$ cat src/rtl/rx_frame_arbiter.sv
// Frame-level 2:1 round-robin arbiter feeding one downstream filter datapath from two GMII receivers.
// Frames that start while the datapath is busy or disabled are dropped, skipped until their eof, and counted.
module rx_frame_arbiter #(
  parameter int MIN_LEN  = 64,
  parameter int MAX_LEN  = 1518,
  parameter int WDOG_CYC = 32
) (
  input  logic        clk,
  input  logic        reset,
  input  logic        en,
  input  logic        p0_sof,
  input  logic        p1_sof,
  input  logic [7:0]  p0_data,
  input  logic [7:0]  p1_data,
  input  logic        p0_valid,
  input  logic        p1_valid,
  input  logic        p0_eof,
  input  logic        p1_eof,
  input  logic        cnt_clr,
  output logic        out_sof,
  output logic [7:0]  out_data,
  output logic        out_valid,
  output logic        out_eof,
  output logic        out_err,
  output logic        out_port,
  output logic [15:0] drop_cnt0,
  output logic [15:0] drop_cnt1
);

  typedef enum logic {IDLE, FWD} state_t;

  localparam logic [10:0] MIN_L    = 11'(MIN_LEN);
  localparam logic [10:0] MAX_L    = 11'(MAX_LEN);
  localparam logic [10:0] LEN_SAT  = 11'h7FF;
  localparam logic [5:0]  WDOG_LIM = 6'(WDOG_CYC - 1);

  state_t      state;
  logic        sel;
  logic        rr;
  logic [10:0] len;
  logic [5:0]  wdog;
  logic        skip0;
  logic        skip1;

  logic        sel_valid;
  logic        sel_eof;
  logic [7:0]  sel_data;
  logic        sel_byte;
  logic        idle_grant;
  logic        grant_port;
  logic        grant_valid;
  logic [7:0]  grant_data;
  logic        drop0;
  logic        drop1;
  logic [10:0] len_inc;
  logic [10:0] len_cur;

  // A sof loses whenever it is not the one granted from IDLE: busy, disabled, or the rr loser.
  always_comb begin
    sel_valid   = sel ? (p1_valid & ~skip1) : (p0_valid & ~skip0);
    sel_eof     = sel ? (p1_eof & ~skip1) : (p0_eof & ~skip0);
    sel_data    = sel ? p1_data : p0_data;
    sel_byte    = (state == FWD) && sel_valid;
    idle_grant  = (state == IDLE) && en && (p0_sof || p1_sof);
    grant_port  = (p0_sof && p1_sof) ? ~rr : p1_sof;
    grant_valid = grant_port ? p1_valid : p0_valid;
    grant_data  = grant_port ? p1_data : p0_data;
    drop0       = p0_sof && !(idle_grant && !grant_port);
    drop1       = p1_sof && !(idle_grant && grant_port);
    len_inc     = (len == LEN_SAT) ? len : len + 11'd1;
    len_cur     = sel_byte ? len_inc : len;
  end

  always_ff @(posedge clk or negedge reset) begin
    if (!reset) begin
      state     <= IDLE;
      sel       <= 1'b0;
      rr        <= 1'b1;
      len       <= 11'd0;
      wdog      <= 6'd0;
      skip0     <= 1'b0;
      skip1     <= 1'b0;
      out_sof   <= 1'b0;
      out_data  <= 8'd0;
      out_valid <= 1'b0;
      out_eof   <= 1'b0;
      out_err   <= 1'b0;
      out_port  <= 1'b0;
      drop_cnt0 <= 16'd0;
      drop_cnt1 <= 16'd0;
    end else begin
      out_sof   <= 1'b0;
      out_valid <= 1'b0;
      out_eof   <= 1'b0;
      out_err   <= 1'b0;

      if (drop0)                 skip0 <= 1'b1;
      else if (p0_sof || p0_eof) skip0 <= 1'b0;
      if (drop1)                 skip1 <= 1'b1;
      else if (p1_sof || p1_eof) skip1 <= 1'b0;

      case (state)
        IDLE: begin
          if (idle_grant) begin
            state     <= FWD;
            sel       <= grant_port;
            rr        <= grant_port;
            out_port  <= grant_port;
            out_sof   <= 1'b1;
            wdog      <= 6'd0;
            len       <= grant_valid ? 11'd1 : 11'd0;
            out_valid <= grant_valid;
            if (grant_valid) out_data <= grant_data;
          end
        end
        FWD: begin
          if (sel_byte) begin
            out_valid <= 1'b1;
            out_data  <= sel_data;
            len       <= len_inc;
            wdog      <= 6'd0;
          end else begin
            wdog <= wdog + 6'd1;
          end
          // A real eof wins over a watchdog expiry landing on the same cycle.
          if (sel_eof) begin
            out_eof <= 1'b1;
            out_err <= (len_cur < MIN_L) || (len_cur > MAX_L);
            state   <= IDLE;
          end else if (!sel_byte && wdog == WDOG_LIM) begin
            out_eof <= 1'b1;
            out_err <= 1'b1;
            state   <= IDLE;
            if (sel) skip1 <= 1'b1;
            else     skip0 <= 1'b1;
          end
        end
        default: state <= IDLE;
      endcase

      if (cnt_clr)                            drop_cnt0 <= 16'd0;
      else if (drop0 && drop_cnt0 != 16'hFFFF) drop_cnt0 <= drop_cnt0 + 16'd1;
      if (cnt_clr)                            drop_cnt1 <= 16'd0;
      else if (drop1 && drop_cnt1 != 16'hFFFF) drop_cnt1 <= drop_cnt1 + 16'd1;
    end
  end

endmodule

$ cat config.mk
export PLATFORM = sky130hd
export DESIGN_NAME = rx_frame_arbiter
export DESIGN_NICKNAME = d
export VERILOG_FILES = /design/src/rtl/rx_frame_arbiter.sv
export SDC_FILE = /design/constraint.sdc
export NUM_CORES = 1
export LEC_CHECK = 0
export BUFFER_PORTS_ARGS = -buffer_cell sky130_fd_sc_hd__buf_2
export CORE_ASPECT_RATIO = 0.7
export CORE_MARGIN = 2
export CORE_UTILIZATION = 50
export CTS_CLUSTER_SIZE = 30
export DETAILED_ROUTE_END_ITERATION = 8
export PLACE_DENSITY_LB_ADDON = 0.1
export SETUP_SLACK_MARGIN = 0.5
export SLEW_MARGIN = 30
export SYNTH_ARGS = -nofsm -noshare
export SYNTH_HDL_FRONTEND = slang
export SYNTH_SLANG_ARGS = --single-unit
$ cat constraint.sdc
create_clock -name clk -period 1.8 [get_ports clk]
set_input_delay 0 -clock clk [delete_from_list [all_inputs] [get_ports clk]]
set_output_delay 0 -clock clk [all_outputs]
set_load 0.01 [all_outputs]
==> results of run 1 <==
==> final cells by class <==
cell class	count	area, um^2	share of cell area, %
sequential	66	1660	28.7
clock buffer	10	138	2.38
tap	98	123	2.12
timing repair buffer	185	1380	23.8
multi-input combinational	287	2370	41.0
clock inverter	6	88.8	1.54
inverter	6	27.5	0.476
==> state kept, by name, summed over array words and instances, names as in the netlist, 6 cells and up <==
signal,cells
out_data,8
len,11
wdog,6
drop_cnt0,16
drop_cnt1,16
==> what timing repair did <==
| action | in CTS | in global routing |
|---|---|---|
| pin swaps | 33 | 24 |
| hold buffers | 19 | 0 |
| cloned | 1 | 0 |
| setup buffers | 23 | 13 |
| endpoints found under the setup margin | 63 | 65 |
| resized for setup | 52 | 26 |
| hold endpoints to repair | 75 | 0 |
==> layer usage <==
layer / global-route usage [%] / up-vias
met4: 8.19 / 0
met2: 49.6 / 172
met1: 39.4 / 1835
met3: 6.07 / 26
li1: - / 1687
met5: 0 / -
==> worst paths after layout <==
kind,start,to,slack (ns),cells past startpoint
worst max-delay path,sel$_DFFE_PN0P_,out_err$_DFF_PN0_,-0.12,7
worst max register to register,sel$_DFFE_PN0P_,out_err$_DFF_PN0_,-0.12,7
min in group asynchronous,reset,drop_cnt1[6]$_DFFE_PN0P_,0.12,2
max in group asynchronous,reset,rr$_DFFE_PN1P_,1.07,3
worst min-delay path,p1_sof,out_sof$_DFF_PN0_,0.04,3
worst min register to register,out_data[1]$_DFFE_PN0P_,out_data[1]$_DFFE_PN0P_,0.51,2
==> synth_stat cells (4+ instances only) <==
cell,count,area share (%)
a211oi_1,7,1.4
a21oi_1,22,3.0
and3_1,4,0.68
buf_2,5,0.68
clkbuf_1,7,0.72
dfrtp_1,65,44
ha_1,4,1.4
inv_1,5,0.51
mux2i_1,13,3.6
nand2_1,34,3.5
nand3_1,22,3.0
nand4_1,11,1.9
nor2_1,54,5.5
nor2b_1,4,0.68
o21ai_0,11,1.5
o21ai_1,5,0.68
xnor2_1,11,2.6
xor2_1,24,5.7
==> cells by family (layout without fill, tap and decap cells) <==
kind of cell             after synthesis  after routing  synth area share, %
XOR/XNOR                              35             35                 8.38
buffers and inverters                 21            207                 2.70
multiplexers                          14             14                 3.86
adder cells (fa/ha/maj)                4              4                 1.37
AO/OA/AOI/OAI                         74             74                 14.8
flip-flops                            66             66                 45.2
AND/OR/NAND/NOR                      160            160                 23.7
==> metrics by stage <==
stage | setup slack [ns] | util [%] | total power [mW]
5_1_grt | -0.234 | 80.4 | 6.13
4_1_cts | -0.0520 | 77.4 | 5.66
3_5_place_dp | -0.180 | 65.5 | 3.83
2_1_floorplan | 0.00555 | - | 3.13
6_report | -0.121 | 80.4 | 5.86
3_3_place_gp | -0.0361 | 65.5 | 3.75
==> critical path, stage by stage, from the launching register on <==
cell and delay, ns:
dfrtp_2 0.44, nand4bb_4 0.29, a21oi_2 0.25, buf_6 0.17
a21oi_1 0.09, a41oi_2 0.28, a21bo_2 0.20, o22ai_1 0.08
==> power by group through the flow <==
stage | registers [mW] | logic, mW | clock network [mW]
floorplan | 2.02 | 1.11 | 0
global placement | 1.94 | 1.81 | 0
detailed placement | 1.96 | 1.87 | 0
CTS | 1.91 | 2.29 | 1.46
global route | 1.95 | 2.67 | 1.52
finish | 1.92 | 2.49 | 1.44
==> flow_metrics.env, run 1 <==
export IMPL_status="finished, violations left"
export IMPL_violations="negative setup slack"
export IMPL_first_global_vias=3664
export IMPL_antenna_left=0
export IMPL_core_area_um2=7190
export IMPL_insertedDiodeCount=0
export IMPL_dpl_cell_count=586
export IMPL_crit_path_start_kind="flop"
export IMPL_routed_via_density=5.65
export IMPL_start_util_pct=50.9
export IMPL_num_vias=3720
export IMPL_grt_setup_unrepaired="true"
export IMPL_htreeDepth=3
export IMPL_path_class="reg2reg"
export IMPL_die_width_um=106
export IMPL_post_dp_cell_area_um2=4710
export IMPL_syn2layout_area_growth_pct=58.0
export IMPL_intPower_mw=3.79
export IMPL_setup_tns_ns=-1.87
export IMPL_stdcell_count=658
export IMPL_finalHoldViolations=0
export IMPL_ys_types=69
export IMPL_dr_wl_met2_um=5770
export IMPL_track_usage_pct=29.4
export IMPL_met3_wirelength_um=782
export IMPL_grt_overflow=0
export IMPL_leakage_nw=2.71
export IMPL_required_ns=2.03
export IMPL_rows=26
export IMPL_endpoint_kind="flop"
export IMPL_final_common_cell="buf_4"
export IMPL_clk_latency_ns=0.35
export IMPL_critPathMaxFanout=10
export IMPL_first_iter_violations=229
export IMPL_synth_area_um2=3660
export IMPL_hold_path_class="in2reg"
export IMPL_fmax_mhz=521
export IMPL_final_period_utilization_pct=107
export IMPL_dp_hpwl_um=6910
export IMPL_finalSetupViolations=36
export IMPL_dr_pass1_iters=5
export IMPL_drc=0
export IMPL_peakVddDrop_v=0.000909
export IMPL_cts_root_buf="clkbuf_8"
export IMPL_clock_sinks=66
export IMPL_grt_pass1_wl_um=18200
export IMPL_synthFlopType="dfrtp_1"
export IMPL_switching_share_pct=35.2
export IMPL_final_cell_area_um2=5780
export IMPL_numCtsBuffers=9
export IMPL_worst_pin_slew_ns=0.598
export IMPL_die_y_um=75.6
export IMPL_syn_num_nets=404
export IMPL_io_pins=71
export IMPL_clkTransAtPathRegs_ns=0.08
export IMPL_cts_tree="done"
export IMPL_synthCells=374
export IMPL_routedWlPerCell_um=17.8
export IMPL_clkPwrFrac_pct=24.6
export IMPL_clockBufferDepth=2
export IMPL_die_area_um2=8030
export IMPL_n_fill_cell=452
export IMPL_max_cap_violations=0
export IMPL_nNetsFinal=585
export IMPL_p_switching_mw=2.06
export IMPL_seq_area_frac_synth_pct=45.2
export IMPL_yosysWarnings=0
export IMPL_fin_skew_ns=0.0128
export IMPL_async_reset_ff_share_pct=100
export IMPL_arrival_ns=2.15
export IMPL_layout_common_cells="buf_4, buf_2, dfrtp_1"
export IMPL_synth_edf_count=0
export IMPL_slew_viol_final=0
export IMPL_place_gp_congestion=0.901
export IMPL_port_buffers=70
export IMPL_antenna_found_initial=0
export IMPL_wl_met1_um=4980
export IMPL_combPwrFrac_pct=42.5
export IMPL_maxSlewHeadroom_pct=60.2
export IMPL_top_layer_used="met4"
export IMPL_powerDensity_nw_per_um2=1010
export IMPL_wirelength_um=11700
export IMPL_seq_power_share_pct=32.8
export IMPL_avgSynthCellArea_um2=9.78
export IMPL_period_minus_slack_ns=1.92
export IMPL_grt_max_degree=43
export IMPL_ys_ff_latch=66
export IMPL_holdWs_ns=0.0381
export IMPL_worst_slack_ns=-0.121
export IMPL_layout_drive_gt1_share_pct=49.3
Power figures use the tool's default switching activity.
==> run 2, diff against run 1 <==
--- a/config.mk
+++ b/config.mk
@@ -12,7 +12,6 @@
 export CTS_CLUSTER_SIZE = 30
 export DETAILED_ROUTE_END_ITERATION = 8
 export PLACE_DENSITY_LB_ADDON = 0.1
-export SETUP_SLACK_MARGIN = 0.5
 export SLEW_MARGIN = 30
 export SYNTH_ARGS = -nofsm -noshare
 export SYNTH_HDL_FRONTEND = slang
==> run 2 against run 1 <==
Compared with the run above:
- the run still ends with negative setup slack left
- non-clock buffer count is 11 lower
- total power is 12% lower
- routed wire length is 14% lower
- maximum frequency is 2.7% higher
- utilization is 7.0 points lower
- flip-flop and latch count stayed put
- global-route usage is 3.8 points lower
- critical endpoint unchanged
- largest power group is now registers
==> flow_metrics.env, run 2 (synthesized netlist as in run 1, its figures left out) <==
export IMPL_drc=0
export IMPL_rows=26
export IMPL_crit_path_start_kind="flop"
export IMPL_routed_via_density=5.45
export IMPL_clock_sinks=66
export IMPL_die_area_um2=8030
export IMPL_fin_skew_ns=0.0101
export IMPL_first_global_vias=3188
export IMPL_final_common_cell="buf_4"
export IMPL_r2r_cells=6
export IMPL_grt_overflow=0
export IMPL_first_iter_violations=264
export IMPL_htreeDepth=3
export IMPL_multi_input_area_um2=2060
export IMPL_wirelength_um=10100
export IMPL_required_ns=2.06
export IMPL_die_y_um=75.6
export IMPL_start_util_pct=50.9
export IMPL_seqCellArea_um2=1660
export IMPL_cp_slowest_stage_delay_ns=0.39
export IMPL_grt_pass1_wl_um=15800
export IMPL_path_delay_family="compound AO/OA/AOI/OAI gates"
export IMPL_cp_cell_sequence="ha_4 > nand4_1 > o31a_2 > mux2_4 > o211a_1 > o22ai_1"
export IMPL_powerDensity_nw_per_um2=974
export IMPL_slew_viol_final=0
export IMPL_cts_root_buf="clkbuf_8"
export IMPL_clk_latency_ns=0.35
export IMPL_finalHoldViolations=0
export IMPL_finalSetupViolations=4
export IMPL_nNetsFinal=574
export IMPL_worst_slack_ns=-0.0696
export IMPL_arrival_ns=2.13
export IMPL_critPathMaxFanout=4
export IMPL_fmax_mhz=535
export IMPL_status="finished, violations left"
export IMPL_path_class="reg2reg"
export IMPL_grt_setup_unrepaired="true"
export IMPL_hold_path_class="in2reg"
export IMPL_cp_startpoint="len[1]$_DFFE_PN0P_"
export IMPL_maxSlewHeadroom_pct=56.2
export IMPL_clkTransAtPathRegs_ns=0.07
export IMPL_endpoint_kind="flop"
export IMPL_violations="negative setup slack"
export IMPL_r2r_setup_slack_ns=-0.07
export IMPL_critPathSlowestCell="dfrtp_1"
export IMPL_period_minus_slack_ns=1.87
export IMPL_stdcell_count=647
export IMPL_n_fill_cell=526
export IMPL_routedWlPerCell_um=15.7
export IMPL_final_util_pct=73.4
export IMPL_numCtsBuffers=9
export IMPL_num_vias=3529
export IMPL_clockBufferDepth=2
export IMPL_reg2reg_to="out_err$_DFF_PN0_"
export IMPL_leakage_nw=2.52
export IMPL_critPathBufInv=0
export IMPL_antenna_found_initial=0
export IMPL_die_width_um=106
export IMPL_track_usage_pct=25.6
export IMPL_place_gp_congestion=0.985
export IMPL_syn2layout_area_growth_pct=44.3
export IMPL_path_depth=6
export IMPL_insertedDiodeCount=0
export IMPL_max_cap_violations=0
export IMPL_worst_pin_slew_ns=0.656
export IMPL_final_period_utilization_pct=104
export IMPL_layout_common_cells="buf_4, buf_2, dfrtp_1"
export IMPL_io_pins=71
export IMPL_antenna_left=0
export IMPL_setup_tns_ns=-0.0887
export IMPL_reg_top3="drop_cnt0: 16 flops, drop_cnt1: 16 flops, len: 11 flops"
export IMPL_grt_max_degree=33
export IMPL_port_buffers=70
export IMPL_layout_drive_gt1_share_pct=39.9
export IMPL_core_area_um2=7190
export IMPL_peakVddDrop_v=0.000741
export IMPL_dpl_cell_count=601
export IMPL_dp_hpwl_um=6840
export IMPL_cts_tree="done"
export IMPL_r2r_start="len[1]$_DFFE_PN0P_"
export IMPL_dr_pass1_iters=5
export IMPL_crit_path_end="out_err$_DFF_PN0_"
## run 2: cell types whose count changed in the layout (fill, tap and decap cells not counted), moves of 4 or more
| cell | delta |
|---|---|
| xnor2_2 | -6 |
| buf_6 | -15 |
| nand2_1 | +5 |
| a21oi_2 | -7 |
| xnor2_1 | +6 |
| nand3_2 | -5 |
| nor2_4 | -4 |
| nand3_1 | +6 |
| a21oi_1 | +9 |
| buf_4 | +5 |
## run 2: worst min-delay path by stage
stage	cells after the start	slack (ns)	endpoint	startpoint
floorplan	0	-0.30	drop_cnt0[0]$_DFFE_PN0P_	reset
global placement	1	-0.02	len[3]$_DFFE_PN0P_	reset
detailed placement	1	-0.02	len[2]$_DFFE_PN0P_	reset
CTS	3	0.02	skip1$_DFF_PN0_	p1_sof
global route	3	0.06	skip1$_DFF_PN0_	p1_sof
finish	3	0.05	skip1$_DFF_PN0_	p1_sof
## run 2: stage by stage
step / hold WS [ns] / power (mW) / cell area, um^2 / worst slack (ns)
4_1_cts: 0.0234 / 5.10 / 5080 / -0.0234
6_report: 0.0506 / 5.14 / 5280 / -0.0696
3_3_place_gp: -0.0162 / 3.69 / 4660 / -0.0430
3_5_place_dp: -0.0179 / 3.73 / 4660 / -0.140
5_1_grt: 0.0606 / 5.42 / 5280 / -0.107
2_1_floorplan: -0.296 / 2.97 / 3680 / -0.00651
## run 2: area by class of cell
class | count | share of cell area (%)
flip-flops and latches | 66 | 31.4
clock buffers | 12 | 2.94
well taps | 98 | 2.32
repair buffers | 174 | 23.0
inverters | 6 | 0.474
multi-input cells | 287 | 38.9
clock inverters | 4 | 0.948
## run 2: worst min-delay path, stage by stage
cell and delay, ns:
buf_2 0.15, o31a_1 0.15, o21ai_1 0.05
## run 2: metal layers
layer  wire length [um]  vias up  GRT usage (%)  part of all wire [%]
met4                119        0           7.60                   1.2
li1                   -     1679              -                     -
met1               4880     1692           37.5                    48
met2               4390      144           37.0                    43
met5                  0        -              0                     0
met3                741       14           7.27                   7.3
## run 2: power by group
| group | switching (mW) | internal, mW | leakage (nW) |
|---|---|---|---|
| registers | 0.195 | 1.74 | 0.869 |
| logic | 0.995 | 0.906 | 1.55 |
| clock network | 0.595 | 0.714 | 0.0986 |
| total | 1.78 | 3.36 | 2.52 |
## run 2: what timing repair did
action,4_1_cts,5_1_grt
setup endpoints to repair,24,41
hold buffers,19,0
endpoints found under the hold margin,56,0
setup buffers,2,10
pin swaps,4,20
gates resized for setup,5,27
==> run 3, diff against run 2 <==
--- a/config.mk
+++ b/config.mk
@@ -5,8 +5,9 @@
 export SDC_FILE = /design/constraint.sdc
 export NUM_CORES = 1
 export LEC_CHECK = 0
+export ABC_AREA = 1
 export BUFFER_PORTS_ARGS = -buffer_cell sky130_fd_sc_hd__buf_2
-export CORE_ASPECT_RATIO = 0.7
+export CORE_ASPECT_RATIO = 1.4
 export CORE_MARGIN = 2
 export CORE_UTILIZATION = 50
 export CTS_CLUSTER_SIZE = 30
==> run 3 against run 2 <==
Compared with the run above:
- the flow now finishes without violations
- critical path depth rose by 5
- flip-flop and latch count did not move
- synthesized area grew 3.1%
- largest cell class unchanged
==> flow_metrics.env, run 3 <==
export IMPL_synthFlopType="dfrtp_1"
export IMPL_combPwrFrac_pct=38.6
export IMPL_clock_sinks=66
export IMPL_numCtsBuffers=9
export IMPL_met3_usage_pct=5.39
export IMPL_synthCells=479
export IMPL_hold_path_class="in2reg"
export IMPL_clkTransAtPathRegs_ns=0.07
export IMPL_routedWlPerCell_um=14.6
export IMPL_finalSetupViolations=0
export IMPL_required_ns=2.09
export IMPL_avgSynthCellArea_um2=7.87
export IMPL_final_period_utilization_pct=96.8
export IMPL_endpoint_kind="flop"
export IMPL_path_delay_family="simple AND/OR/NAND/NOR gates"
export IMPL_grt_max_degree=67
export IMPL_crit_path_start_kind="flop"
export IMPL_wirelength_um=10600
export IMPL_ys_types=38
export IMPL_dpl_cell_count=674
export IMPL_routed_via_density=5.32
export IMPL_dr_pass1_iters=5
export IMPL_finalHoldViolations=0
export IMPL_reg_top3="drop_cnt0: 16 flops, drop_cnt1: 16 flops, len: 11 flops"
export IMPL_yosysWarnings=0
export IMPL_fin_skew_ns=0.00598
export IMPL_fmax_mhz=574
export IMPL_yosysMostFrequentCell="nand2_1"
export IMPL_core_area_um2=7310
export IMPL_arrival_ns=2.03
export IMPL_path_common_cell="nand2_1"
export IMPL_seq_power_share_pct=36.6
export IMPL_maxSlewHeadroom_pct=73.3
export IMPL_holdWs_ns=0.0344
export IMPL_die_width_um=77.4
export IMPL_leakage_nw=2.52
export IMPL_start_util_pct=51.6
export IMPL_first_global_vias=3893
export IMPL_seq_area_frac_synth_pct=43.8
export IMPL_async_reset_ff_share_pct=100
export IMPL_cts_tree="done"
export IMPL_top_usage_layer="met2"
export IMPL_period_minus_slack_ns=1.74
export IMPL_peakVddDrop_v=0.000701
export IMPL_cp_cell_sequence="ha_4 > nand3_1 > nor2_2 > nand2_2 > o21ai_1 > nand3_1 > nor2_2 > nand2_1 > nand2_1 > nand2_1 > a21oi_2"
export IMPL_synth_common_cells="nand2_1, dfrtp_1, inv_1"
export IMPL_synth_area_leader_cell="dfrtp_1"
export IMPL_synth_edf_count=0
export IMPL_finalPower_mw=5.59
export IMPL_switching_share_pct=36.7
export IMPL_status="completed"
export IMPL_io_pins=71
export IMPL_intPower_mw=3.54
export IMPL_met2_usage_pct=46.0
export IMPL_path_class="reg2reg"
export IMPL_place_gp_congestion=0.887
export IMPL_grt_setup_unrepaired="true"
export IMPL_syn_num_nets=509
export IMPL_num_vias=3860
export IMPL_clockBufferDepth=2
export IMPL_grt_pass1_wl_um=17100
export IMPL_layout_drive_gt1_share_pct=29.3
export IMPL_synth_top_cell_area_share_pct=43.1
export IMPL_max_cap_violations=0
export IMPL_met1_usage_pct=30.1
export IMPL_critPathSlowestCell="dfrtp_1"
export IMPL_insertedDiodeCount=0
export IMPL_post_dp_cell_area_um2=4490
export IMPL_final_cell_area_um2=5170
export IMPL_final_common_cell="nand2_1"
export IMPL_syn2layout_area_growth_pct=37.1
export IMPL_dp_hpwl_um=7090
export IMPL_synth_area_um2=3770
export IMPL_die_y_um=107
export IMPL_clkPwrFrac_pct=24.8
export IMPL_layout_common_cells="nand2_1, buf_2, dfrtp_1"
export IMPL_p_switching_mw=2.05
export IMPL_drc=0
export IMPL_first_iter_violations=225
export IMPL_die_area_um2=8260
export IMPL_port_buffers=70
export IMPL_nNetsFinal=654
export IMPL_critPathBufInv=0
export IMPL_antenna_left=0
export IMPL_grt_overflow=0
export IMPL_track_usage_pct=26.2
export IMPL_stdcell_count=726
export IMPL_ys_ff_latch=66
export IMPL_critPathMaxFanout=3
export IMPL_worst_pin_slew_ns=0.397
export IMPL_powerDensity_nw_per_um2=1080
export IMPL_antenna_found_initial=0
export IMPL_yosys_top_cells_area="dfrtp_1, nand2_1, inv_1"
export IMPL_cp_slowest_stage_delay_ns=0.39
export IMPL_slew_viol_final=0
export IMPL_rows=37
export IMPL_clk_latency_ns=0.35
export IMPL_htreeDepth=3
export IMPL_cts_root_buf="clkbuf_8"
-- run 3: cell types whose count changed in the layout (fill, tap and decap cells not counted), moves of 9 or more --
cell     change
o21ai_1      +9
nand2_1     +50
nand3_1     +17
buf_4       -35
nor3_1       +9
inv_1       +52
-- run 3: power groups by stage --
stage | Combinational [mW] | Clock [mW] | Sequential (mW)
after detailed placement | 2.00 | 0 | 2.06
after global routing | 2.37 | 1.49 | 2.08
after global placement | 1.95 | 0 | 2.04
after CTS | 2.06 | 1.41 | 2.03
after floorplan | 1.18 | 0 | 2.12
final | 2.16 | 1.39 | 2.05
-- run 3: stage by stage --
stage | util (%) | setup TNS, ns | worst slack, ns
after floorplan | - | 0 | 0.00444
after global placement | 61.4 | 0 | 0.0148
after detailed placement | 61.4 | -0.00804 | -0.00804
after CTS | 68.8 | 0 | 0.000173
after global routing | 70.7 | -0.111 | -0.0725
final | 70.7 | 0 | 0.0578
-- run 3: cell families after synthesis --
group / share of synthesized area [%]
buffers and inverters: 7.93
AO/OA/AOI/OAI: 12.0
multiplexers: 2.12
flip-flops: 43.8
XOR/XNOR: 5.11
AND/OR/NAND/NOR: 27.7
adder cells (fa/ha/maj): 1.33
-- run 3: layer usage --
layer / vias up / part of all wire [%]
met5: - / 0
met4: 0 / 2.3
met3: 28 / 3.6
met2: 101 / 53
met1: 1852 / 41
li1: 1879 / -
-- run 3: worst paths after layout --
check                                   start  slack [ns]                   to  cells past startpoint
max                        len[1]$_DFFE_PN0P_        0.06    out_err$_DFF_PN0_                     11
min                                    p1_eof        0.03      skip1$_DFF_PN0_                      4
max reg2reg                len[1]$_DFFE_PN0P_        0.06    out_err$_DFF_PN0_                     11
min reg2reg                    rr$_DFFE_PN1P_        0.52       rr$_DFFE_PN1P_                      2
max in group asynchronous               reset        1.30       rr$_DFFE_PN1P_                      3
min in group asynchronous               reset        0.19  out_valid$_DFF_PN0_                      3
-- run 3: final cells by class --
| type | instances | area [um^2] |
|---|---|---|
| Sequential cell | 66 | 1650 |
| Clock buffer | 14 | 153 |
| Fill cell | 607 | 2150 |
| Inverter | 64 | 243 |
| Timing Repair Buffer | 142 | 981 |
| Tap cell | 97 | 121 |
| Clock inverter | 2 | 60.1 |
| Timing Repair inverter | 1 | 7.51 |
| Multi-Input combinational cell | 340 | 1950 |
-- run 3: worst reg2reg max path, stage by stage (launching register included) --
cell and delay [ns]:
dfrtp_1 0.39, ha_4 0.16, nand3_1 0.11, nor2_2 0.16, nand2_2 0.10, o21ai_1 0.24, nand3_1 0.14, nor2_2 0.12
nand2_1 0.05, nand2_1 0.05, nand2_1 0.06, a21oi_2 0.11
-- run 3: what timing repair did --
| item | 4_1_cts | 5_1_grt |
|---|---|---|
| buffers inserted | 6 | 6 |
| gates cloned | 1 | 0 |
| hold buffers | 23 | 0 |
| endpoints found under the hold margin | 78 | 0 |
| pin swaps | 7 | 13 |
| gates resized for setup | 11 | 27 |
| setup endpoints to repair | 1 | 29 |
